## config.mk

```make
export PLATFORM = sky130hd
export DESIGN_NAME = vga_timing_gen
export DESIGN_NICKNAME = d
export VERILOG_FILES = /design/src/rtl/vga_timing_gen.sv
export SDC_FILE = /design/constraint.sdc
export NUM_CORES = 1
export LEC_CHECK = 0
export CAP_MARGIN = 40
export CORE_MARGIN = 5
export CORE_UTILIZATION = 30
export CTS_BUF_LIST = sky130_fd_sc_hd__clkbuf_4 sky130_fd_sc_hd__clkbuf_8
export DETAILED_ROUTE_END_ITERATION = 16
export DONT_BUFFER_PORTS = 1
export PLACE_DENSITY = 0.42
export SLEW_MARGIN = 20
export SYNTH_ARGS = -nofsm -noshare
export SYNTH_HDL_FRONTEND = slang
export SYNTH_SLANG_ARGS = --single-unit
```

## constraint.sdc

```tcl
create_clock -name clock -period 2.1 [get_ports clock]
set_clock_uncertainty 0.05 [all_clocks]
set_input_delay 0.315 -clock clock [delete_from_list [all_inputs] [get_ports clock]]
set_output_delay 0.315 -clock clock [all_outputs]
set_load 0.01 [all_outputs]
```

## src/rtl/vga_timing_gen.sv

```systemverilog
// Parametrised VGA raster timing generator with a latency-matched framebuffer read port.
// Define VGA_TEST_PATTERN_EN to add the pattern_en input and an internal colour-bar source.
module vga_timing_gen #(
    parameter int H_ACTIVE       = 640,
    parameter int H_FRONT        = 16,
    parameter int H_SYNC         = 96,
    parameter int H_BACK         = 48,
    parameter int V_ACTIVE       = 480,
    parameter int V_FRONT        = 10,
    parameter int V_SYNC         = 2,
    parameter int V_BACK         = 33,
    parameter int HS_ACTIVE_HIGH = 0,
    parameter int VS_ACTIVE_HIGH = 0,
    parameter int READ_LATENCY   = 2,
    parameter int ADDR_W         = 19
) (
    input  logic              clock,
    input  logic              reset,
    output logic              rd_en,
    output logic [ADDR_W-1:0] rd_addr,
    input  logic [15:0]       q,
`ifdef VGA_TEST_PATTERN_EN
    input  logic              pattern_en,
`endif
    output logic              frame_start,
    output logic              HS,
    output logic              VS,
    output logic [3:0]        VGA_R,
    output logic [3:0]        VGA_G,
    output logic [3:0]        VGA_B
);

    localparam logic [15:0] H_TOTAL = 16'(H_SYNC + H_BACK + H_ACTIVE + H_FRONT);
    localparam logic [15:0] V_TOTAL = 16'(V_SYNC + V_BACK + V_ACTIVE + V_FRONT);
    localparam logic [15:0] H_SYNC_E = 16'(H_SYNC);
    localparam logic [15:0] H_ACT_B  = 16'(H_SYNC + H_BACK);
    localparam logic [15:0] H_ACT_E  = 16'(H_SYNC + H_BACK + H_ACTIVE);
    localparam logic [15:0] V_SYNC_E = 16'(V_SYNC);
    localparam logic [15:0] V_ACT_B  = 16'(V_SYNC + V_BACK);
    localparam logic [15:0] V_ACT_E  = 16'(V_SYNC + V_BACK + V_ACTIVE);
    localparam logic HS_IDLE = (HS_ACTIVE_HIGH == 0);
    localparam logic VS_IDLE = (VS_ACTIVE_HIGH == 0);

    typedef struct packed {
        logic hs;
        logic vs;
        logic de;
        logic frame;
`ifdef VGA_TEST_PATTERN_EN
        logic        sel;
        logic [11:0] pat;
`endif
    } stage_t;

    logic [15:0]       hcnt_q, hcnt_d, vcnt_q, vcnt_d;
    logic              de_raw, frame_raw;
    logic              rd_en_q;
    logic [ADDR_W-1:0] rd_addr_q, rd_addr_d;
    stage_t            st1_d;
    stage_t            pipe_q [0:READ_LATENCY];
    stage_t            so;
    logic [11:0]       pix;
    logic              hs_q, vs_q, fs_q;
    logic [11:0]       rgb_q;
    logic              unused_q_hi;

    assign unused_q_hi = ^q[15:12];

    always_comb begin
        hcnt_d = hcnt_q + 16'd1;
        vcnt_d = vcnt_q;
        if (hcnt_q == H_TOTAL - 16'd1) begin
            hcnt_d = '0;
            vcnt_d = (vcnt_q == V_TOTAL - 16'd1) ? '0 : vcnt_q + 16'd1;
        end
    end

    assign de_raw    = (hcnt_q >= H_ACT_B) && (hcnt_q < H_ACT_E) &&
                       (vcnt_q >= V_ACT_B) && (vcnt_q < V_ACT_E);
    assign frame_raw = (hcnt_q == '0) && (vcnt_q == '0);

    // Address advances after each fetched pixel, so it already points at the next one.
    always_comb begin
        rd_addr_d = rd_addr_q;
        if (frame_raw)
            rd_addr_d = '0;
        else if (rd_en_q)
            rd_addr_d = rd_addr_q + ADDR_W'(1);
    end

`ifdef VGA_TEST_PATTERN_EN
    localparam logic [15:0] BAR_W = 16'(H_ACTIVE / 8);

    logic [15:0] px_q, px_d, px_cur;
    logic [2:0]  bar_q, bar_d, bar_cur;

    always_comb begin
        px_cur  = (hcnt_q == '0) ? '0 : px_q;
        bar_cur = (hcnt_q == '0) ? '0 : bar_q;
        px_d    = px_cur;
        bar_d   = bar_cur;
        if (de_raw) begin
            if (px_cur == BAR_W - 16'd1) begin
                px_d  = '0;
                bar_d = bar_cur + 3'd1;
            end else begin
                px_d = px_cur + 16'd1;
            end
        end
    end

    always_ff @(posedge clock) begin
        if (reset) begin
            px_q  <= '0;
            bar_q <= '0;
        end else begin
            px_q  <= px_d;
            bar_q <= bar_d;
        end
    end
`endif

    always_comb begin
        st1_d       = '0;
        st1_d.hs    = hcnt_q < H_SYNC_E;
        st1_d.vs    = vcnt_q < V_SYNC_E;
        st1_d.de    = de_raw;
        st1_d.frame = frame_raw;
`ifdef VGA_TEST_PATTERN_EN
        st1_d.sel   = pattern_en;
        st1_d.pat   = {{4{bar_cur[2]}}, {4{bar_cur[1]}}, {4{bar_cur[0]}}};
`endif
    end

    always_ff @(posedge clock) begin
        if (reset) begin
            hcnt_q    <= '0;
            vcnt_q    <= '0;
            rd_en_q   <= 1'b0;
            rd_addr_q <= '0;
            for (int i = 0; i <= READ_LATENCY; i++) pipe_q[i] <= '0;
        end else begin
            hcnt_q    <= hcnt_d;
            vcnt_q    <= vcnt_d;
            rd_en_q   <= de_raw;
            rd_addr_q <= rd_addr_d;
            pipe_q[0] <= st1_d;
            for (int i = 1; i <= READ_LATENCY; i++) pipe_q[i] <= pipe_q[i-1];
        end
    end

    assign so = pipe_q[READ_LATENCY];

    always_comb begin
        pix = q[11:0];
`ifdef VGA_TEST_PATTERN_EN
        if (so.sel) pix = so.pat;
`endif
    end

    always_ff @(posedge clock) begin
        if (reset) begin
            hs_q  <= HS_IDLE;
            vs_q  <= VS_IDLE;
            fs_q  <= 1'b0;
            rgb_q <= '0;
        end else begin
            hs_q  <= so.hs ^ HS_IDLE;
            vs_q  <= so.vs ^ VS_IDLE;
            fs_q  <= so.frame;
            rgb_q <= so.de ? pix : 12'h000;
        end
    end

    assign rd_en       = rd_en_q;
    assign rd_addr     = rd_addr_q;
    assign HS          = hs_q;
    assign VS          = vs_q;
    assign frame_start = fs_q;
    assign VGA_R       = rgb_q[11:8];
    assign VGA_G       = rgb_q[7:4];
    assign VGA_B       = rgb_q[3:0];

endmodule
```

==> results of run 1 <==
==> layout make-up <==
cell class / count / share of cell area
Tap cell: 143 / 0.04561
Clock buffer: 10 / 0.03509
Inverter: 12 / 0.01148
Timing Repair Buffer: 27 / 0.05550
Multi-Input combinational cell: 254 / 0.4364
Sequential cell: 78 / 0.3984
Clock inverter: 6 / 0.01754
==> worst min path at each step <==
stage	from	end	slack, ns	depth (start not counted)
floorplan	pipe_q[0][11]	HS	0.30	1
global placement	pipe_q[0][10]	VS	0.31	1
detailed placement	pipe_q[0][10]	VS	0.31	1
CTS	q[7]	rgb_q[7]	0.01	1
global route	q[11]	rgb_q[11]	0.004	1
finish	q[10]	rgb_q[10]	0.03	1
==> cells in the mapped netlist (all sizes together), types with 2 or more instances <==
master   n  share of area
o211ai   2         0.0044
nor3    11          0.019
o32a     3         0.0088
o31ai   16          0.044
buf     13          0.019
a21oi   14          0.021
o21ai   10          0.015
xor2    13          0.033
and2    15          0.028
nor4     7          0.021
or2      2         0.0037
or4      7          0.015
nand2   17          0.019
a22o     7          0.018
or3      7          0.013
nand3   18          0.026
mux2i    3         0.0088
nor2    30          0.033
inv     12          0.013
o41ai    2         0.0073
ha       5          0.018
dfxtp   78           0.46
and3     8          0.015
and4    10          0.026
a41o     2         0.0059
xnor2    8          0.021
nand4   14          0.030
nor2b   14          0.026
clkbuf   7         0.0077
==> logic make-up (layout without fill, tap and decap cells) <==
family,Yosys count,after routing
buffers and inverters,32,55
multiplexers,3,3
flip-flops,78,78
adder cells (fa/ha/maj),5,5
XOR/XNOR,21,21
AO/OA/AOI/OAI,61,61
AND/OR/NAND/NOR,164,164
==> power groups by stage <==
| stage | clock, µW | sequential [µW] | combinational (µW) |
|---|---|---|---|
| after global routing | 1300 | 1540 | 207 |
| after floorplan | 0 | 1560 | 124 |
| after CTS | 1220 | 1530 | 190 |
| after detailed placement | 0 | 1570 | 185 |
| after global placement | 0 | 1570 | 180 |
| final | 1180 | 1530 | 185 |
==> state kept, by name (all words and copies together) (netlist names) <==
name,flops
HS,1
vcnt_q,16
pipe_q,12
frame_start,1
rgb_q,12
rd_addr,19
VS,1
hcnt_q,16
==> metal layers <==
| layer | share of wire | GRT usage | up-vias |
|---|---|---|---|
| met4 | 0.014 | 0.05428 | 0 |
| met1 | 0.48 | 0.1612 | 1233 |
| met5 | 0 | 0 | - |
| met3 | 0.069 | 0.03316 | 8 |
| met2 | 0.44 | 0.1880 | 63 |
| li1 | - | - | 1357 |
==> stage by stage <==
stage / cell area, µm² / util / worst slack [ns]
4_1_cts: 3921 / 0.3479 / 0.1352
6_report: 3923 / 0.3480 / 0.1390
5_1_grt: 3923 / 0.3480 / 0.01526
3_5_place_dp: 3705 / 0.3287 / 0.1522
3_3_place_gp: 3705 / 0.3287 / 0.1712
2_1_floorplan: 3408 / - / 0.2185
==> critical path, cell delays in order, from the launching register on <==
cell	delay (ns)
dfxtp_1	0.38
ha_1	0.21
and4_1	0.29
nand4_4	0.15
or3_1	0.54
o31ai_2	0.25
==> what timing repair did <==
item / CTS / global route
hold buffers: 1 / 0
setup endpoints to repair: 0 / 1
resized for setup: 0 / 1
endpoints found under the hold margin: 14 / 0
==> flow_summary_export.csv, run 1 <==
group,metric,value,unit
status,status,"complete, no violations",
global_route,grt_max_degree,20,
clock_tree,clkTransAtPathRegs,0.08,ns
critical_path,critPathMaxFanout,7,
yosys,synth_compound_area_frac,0.1355,
critical_path,worstReg2RegStart,"hcnt_q[0]",
detailed_routing,drtIter0Drc,203,
timing,max_slew_margin,0.5921,
power_and_ir_drop,p_int,2186,µW
timing,worst_slew_pin_slew,0.6105,ns
placement,gp_congestion,0.7528,
yosys,synth.avg_cell_area,9.363,µm²
critical_path,reg2reg_depth,5,
detailed_routing,ant_nets,0,
critical_path,worstSetupPathType,"reg -> reg",
yosys,synth_edf_count,0,
detailed_routing,drc,0,
critical_path,endpoint_kind,"flip-flop",
clock_tree,tritoncts,"built",
detailed_routing,wire_per_inst,14.91,µm
yosys,synthSimpleGateAreaFrac,0.2856,
clock_tree,clock_latency,0.35,ns
yosys,syn_nets,387,
yosys,synth_seq_area_share,0.4581,
timing,rsz0062_at_grt,"false",
yosys,ys_warn_count,0,
global_route,antenna_found_initial,0,
clock_tree,cts_sinks,78,
placement,dp.cells,513,
global_route,grt_usage,0.1224,
power_and_ir_drop,combPwrFrac,0.064,
critical_path,start_kind,"flip-flop",
critical_path,crit_required,2.32,ns
placement,port_buffers,0,
clock_tree,ctsLongestPathBuffers,2,
timing,hold_slack,0.03177,ns
critical_path,r2r_slack,0.14,ns
power_and_ir_drop,p_sw,713.2,µW
critical_path,setup.worst_path.end,"vcnt_q[15]",
timing,finalSetupViolCount,0,
finish,mostFrequentLayoutCell,"dfxtp_1",
power_and_ir_drop,ir_worst_vdd,295.1,µV
floorplan,die_y,116.6,µm
finish,diodes,0,
power_and_ir_drop,finalPower,2899,µW
finish,fillers,1163,
power_and_ir_drop,clkPwrFrac,0.407,
yosys,yosys-mux-area-fraction,0.008811,
timing,fin_crit_sh,0.9338,
clock_tree,post_cts_buffers,0,
critical_path,arrival,2.18,ns
global_route,gr-total-overflow,0,
power_and_ir_drop,switching_share,0.2460,
yosys,synth_area,0.003408,mm²
timing,slew_violations,0,
timing,hold_violations,0,
placement,place_hpwl,5481,µm
power_and_ir_drop,power.density,739.1,mW/mm²
floorplan,initial_core_util,0.3024,
finish,drive_gt1_frac,0.1499,
detailed_routing,via_per_inst,5.021,
yosys,synth-async-reset-ratio,0,
power_and_ir_drop,leakage,0.001422,µW
timing,max_freq,510.0,MHz
finish,final_nets,405,
global_route,grt_pass1_wl,13170,µm
floorplan,coreArea,0.01127,mm²
finish,area_growth,15.09,%
detailed_routing,wl,7901,µm
floorplan,die_w,116.6,µm
detailed_routing,vias,2661,
floorplan,io_pins,53,
detailed_routing,dr.pass1.iters,4,
timing,fin_crit,1.961,ns
clock_tree,htreeDepth,3,
yosys,synth-xor-area-share,0.05396,
floorplan,placementRows,39,
global_route,grt_pass1_vias,2608,
min_path,min_path_type,"in -> reg",
finish,final_cell_mix,"dfxtp_1 (77), nor2_1 (30), buf_4 (25), nand3_1 (18), nand2_1 (17)",
power_and_ir_drop,seqPwrFrac,0.529,
yosys,synth_top_family_by_area,"simple AND/OR/NAND/NOR gates",
yosys,synth_seq_cells,78,
critical_path,reg2reg_to,"vcnt_q[15]",
clock_tree,cts_inserted_buffers,9,
flow_run,maxCapViolCount,0,
finish,fin_cells,530,
finish,final-seq-area,0.001563,mm²
yosys,yosys.area_share.adder,0.01836,
floorplan,fp.dieArea,0.01359,mm²
timing,fin_setup_tns,0,ns
clock_tree,ctsRootBufferMaster,"clkbuf_8",
yosys,synthesis.instances,364,
critical_path,crit_start,"hcnt_q[0]",
finish,multiInputGateArea,0.001712,mm²
yosys,synth_flop_cell,"dfxtp_1",
yosys,ys_types,48,
(Power assumes the default switching activity.)
==> run 2, diff against run 1 <==
Settings changed: CTS_CLUSTER_SIZE from default to 30.
==> results of run 2 <==
Final layout, timing and power as in run 1 (identical DEF).
==> run 3, diff against run 2 <==
Settings changed: CELL_PAD_IN_SITES_DETAIL_PLACEMENT from default to 0, CELL_PAD_IN_SITES_GLOBAL_PLACEMENT from default to 1, PLACE_DENSITY 0.42 to 0.51.
==> run 3 against run 2 <==
Compared with the run above: power decreased by 1.0%; setup slack got worse by 0.0065 ns; cell count increased by 1.1%; fmax decreased by 0.33%; sequential cell count unchanged; global-route usage decreased by 0.11 points; largest cell class unchanged; worst hold slack got worse by 0.0011 ns; routed wire length decreased by 1.4%.
==> flow_summary_export.csv, run 3 (same netlist as run 1, synthesis figures left out) <==
group,metric,value,unit
clock_tree,htreeDepth,3,
detailed_routing,via_per_inst,4.981,
timing,fin_crit,1.967,ns
placement,port_buffers,0,
critical_path,crit_slowest_cell,"or4_1",
power_and_ir_drop,ir_worst_vdd,270.6,µV
critical_path,worstSetupPathType,"reg -> reg",
finish,largest_register_ffs,19,
timing,max_freq,508.3,MHz
finish,final_cell_mix,"dfxtp_1 (78), nor2_1 (30), buf_4 (29), nand3_1 (18), nand2_1 (17)",
critical_path,arrival,2.20,ns
critical_path,r2r_slack,0.13,ns
critical_path,endpoint_kind,"flip-flop",
min_path,holdPathStages,1,
floorplan,io_pins,53,
floorplan,die_w,116.6,µm
floorplan,coreArea,0.01127,mm²
finish,area_growth,17.25,%
critical_path,critPathMaxFanout,11,
floorplan,die_y,116.6,µm
min_path,min_path_type,"in -> reg",
clock_tree,clkTransAtPathRegs,0.08,ns
finish,drive_gt1_frac,0.1628,
placement,post_dp_cell_area,0.003775,mm²
global_route,antenna_found_initial,0,
critical_path,path_depth,7,
timing,hold_violations,0,
flow_run,maxCapViolCount,0,
finish,final_area,0.003996,mm²
detailed_routing,wl,7794,µm
detailed_routing,vias,2670,
status,status,"complete, no violations",
clock_tree,ctsRootBufferMaster,"clkbuf_8",
clock_tree,clock_latency,0.35,ns
clock_tree,ctsLongestPathBuffers,2,
global_route,grt_usage,0.1213,
power_and_ir_drop,p_int,2184,µW
critical_path,path_common_cell,"and4_1",
floorplan,initial_core_util,0.3024,
power_and_ir_drop,p_sw,685.2,µW
detailed_routing,drtIter0Drc,149,
power_and_ir_drop,combPwrFrac,0.061,
critical_path,crit_required,2.33,ns
critical_path,reg2reg_depth,7,
finish,final-seq-area,0.001562,mm²
global_route,gr-total-overflow,0,
finish,fillers,1160,
detailed_routing,ant_nets,0,
power_and_ir_drop,clkPwrFrac,0.405,
power_and_ir_drop,finalPower,2869,µW
clock_tree,cts_sinks,78,
finish,final_nets,411,
global_route,grt_pass1_vias,2646,
timing,slew_violations,0,
critical_path,start_kind,"flip-flop",
detailed_routing,dr.pass1.iters,4,
power_and_ir_drop,seqPwrFrac,0.534,
timing,fin_crit_sh,0.9369,
critical_path,path_cells,"inv_1, ha_1, and4_1, and4_1, buf_12, or4_1, a21oi_1",
timing,worst_slew_pin_slew,0.6088,ns
detailed_routing,drc,0,
critical_path,slowest_delay,0.47,ns
power_and_ir_drop,power.density,717.9,mW/mm²
placement,place_hpwl,5510,µm
global_route,grt_pass1_wl,13000,µm
clock_tree,cts_inserted_buffers,9,
critical_path,crit_start,"vcnt_q[0]",
clock_tree,tritoncts,"built",
detailed_routing,wire_per_inst,14.54,µm
timing,rsz0062_at_grt,"false",
critical_path,worstReg2RegStart,"vcnt_q[0]",
timing,max_slew_margin,0.5928,
timing,finalSetupViolCount,0,
power_and_ir_drop,switching_share,0.2388,
finish,multiInputGateArea,0.001717,mm²
timing,fin_setup_tns,0,ns
placement,gp_congestion,0.7220,
critical_path,setup.worst_path.end,"vcnt_q[6]",
global_route,grt_max_degree,20,
finish,mostFrequentLayoutCell,"dfxtp_1",
finish,diodes,0,
critical_path,reg2reg_to,"vcnt_q[6]",
critical_path,cp_top_family,"simple AND/OR/NAND/NOR gates",
floorplan,placementRows,39,
critical_path,critPathBufInv,2,
floorplan,fp.dieArea,0.01359,mm²
power_and_ir_drop,leakage,0.001465,µW
==> run 3: timing repair <==
action / CTS / global route
resized for setup: 0 / 1
hold buffers: 1 / 0
endpoints found under the setup margin: 0 / 1
setup buffers: 0 / 0
hold endpoints to repair: 14 / 0
==> run 3: per-layer routing <==
metal	vias up	track usage	wire, µm	share of wire
met5	-	0	0	0
met4	0	0.05734	151	0.019
met3	11	0.02953	484	0.062
met2	51	0.1850	3326	0.43
met1	1235	0.1612	3831	0.49
li1	1373	-	-	-
==> run 3: layout make-up <==
type,count,area share
tap,143,0.04477
timing repair buffer,33,0.07201
clock buffer,10,0.03444
multi-input combinational,254,0.4296
inverter,12,0.01127
sequential,78,0.3907
clock inverter,6,0.01722
==> run 3: power by group through the flow <==
stage	clock, µW	combinational, µW	sequential (µW)
global placement	0	175	1570
global route	1290	198	1540
floorplan	0	124	1560
detailed placement	0	175	1570
CTS	1220	182	1530
finish	1160	176	1530
==> run 3: worst min path at each step <==
stage	startpoint	endpoint
final	q[11]	rgb_q[11]
after global routing	q[6]	rgb_q[6]
after CTS	q[0]	rgb_q[0]
after detailed placement	pipe_q[0][10]	VS
after global placement	pipe_q[0][10]	VS
after floorplan	pipe_q[0][11]	HS
==> run 3: worst register-to-register path, cell delays in order (launching register included) <==
cell and delay, ns:
dfxtp_1 0.34, inv_1 0.07, ha_1 0.21, and4_1 0.19, and4_1 0.26, buf_12 0.17
or4_1 0.47, a21oi_1 0.15
==> run 3: through the flow <==
step,worst slack (ns),hold WS (ns),utilization,std cells
finish,0.1325,0.03069,0.3545,536
CTS,0.1195,0.005696,0.3541,536
global route,0.01353,0.008570,0.3545,536
global placement,0.1386,0.3142,0.3349,519
detailed placement,0.1233,0.3170,0.3349,519
floorplan,0.2185,0.3017,-,364
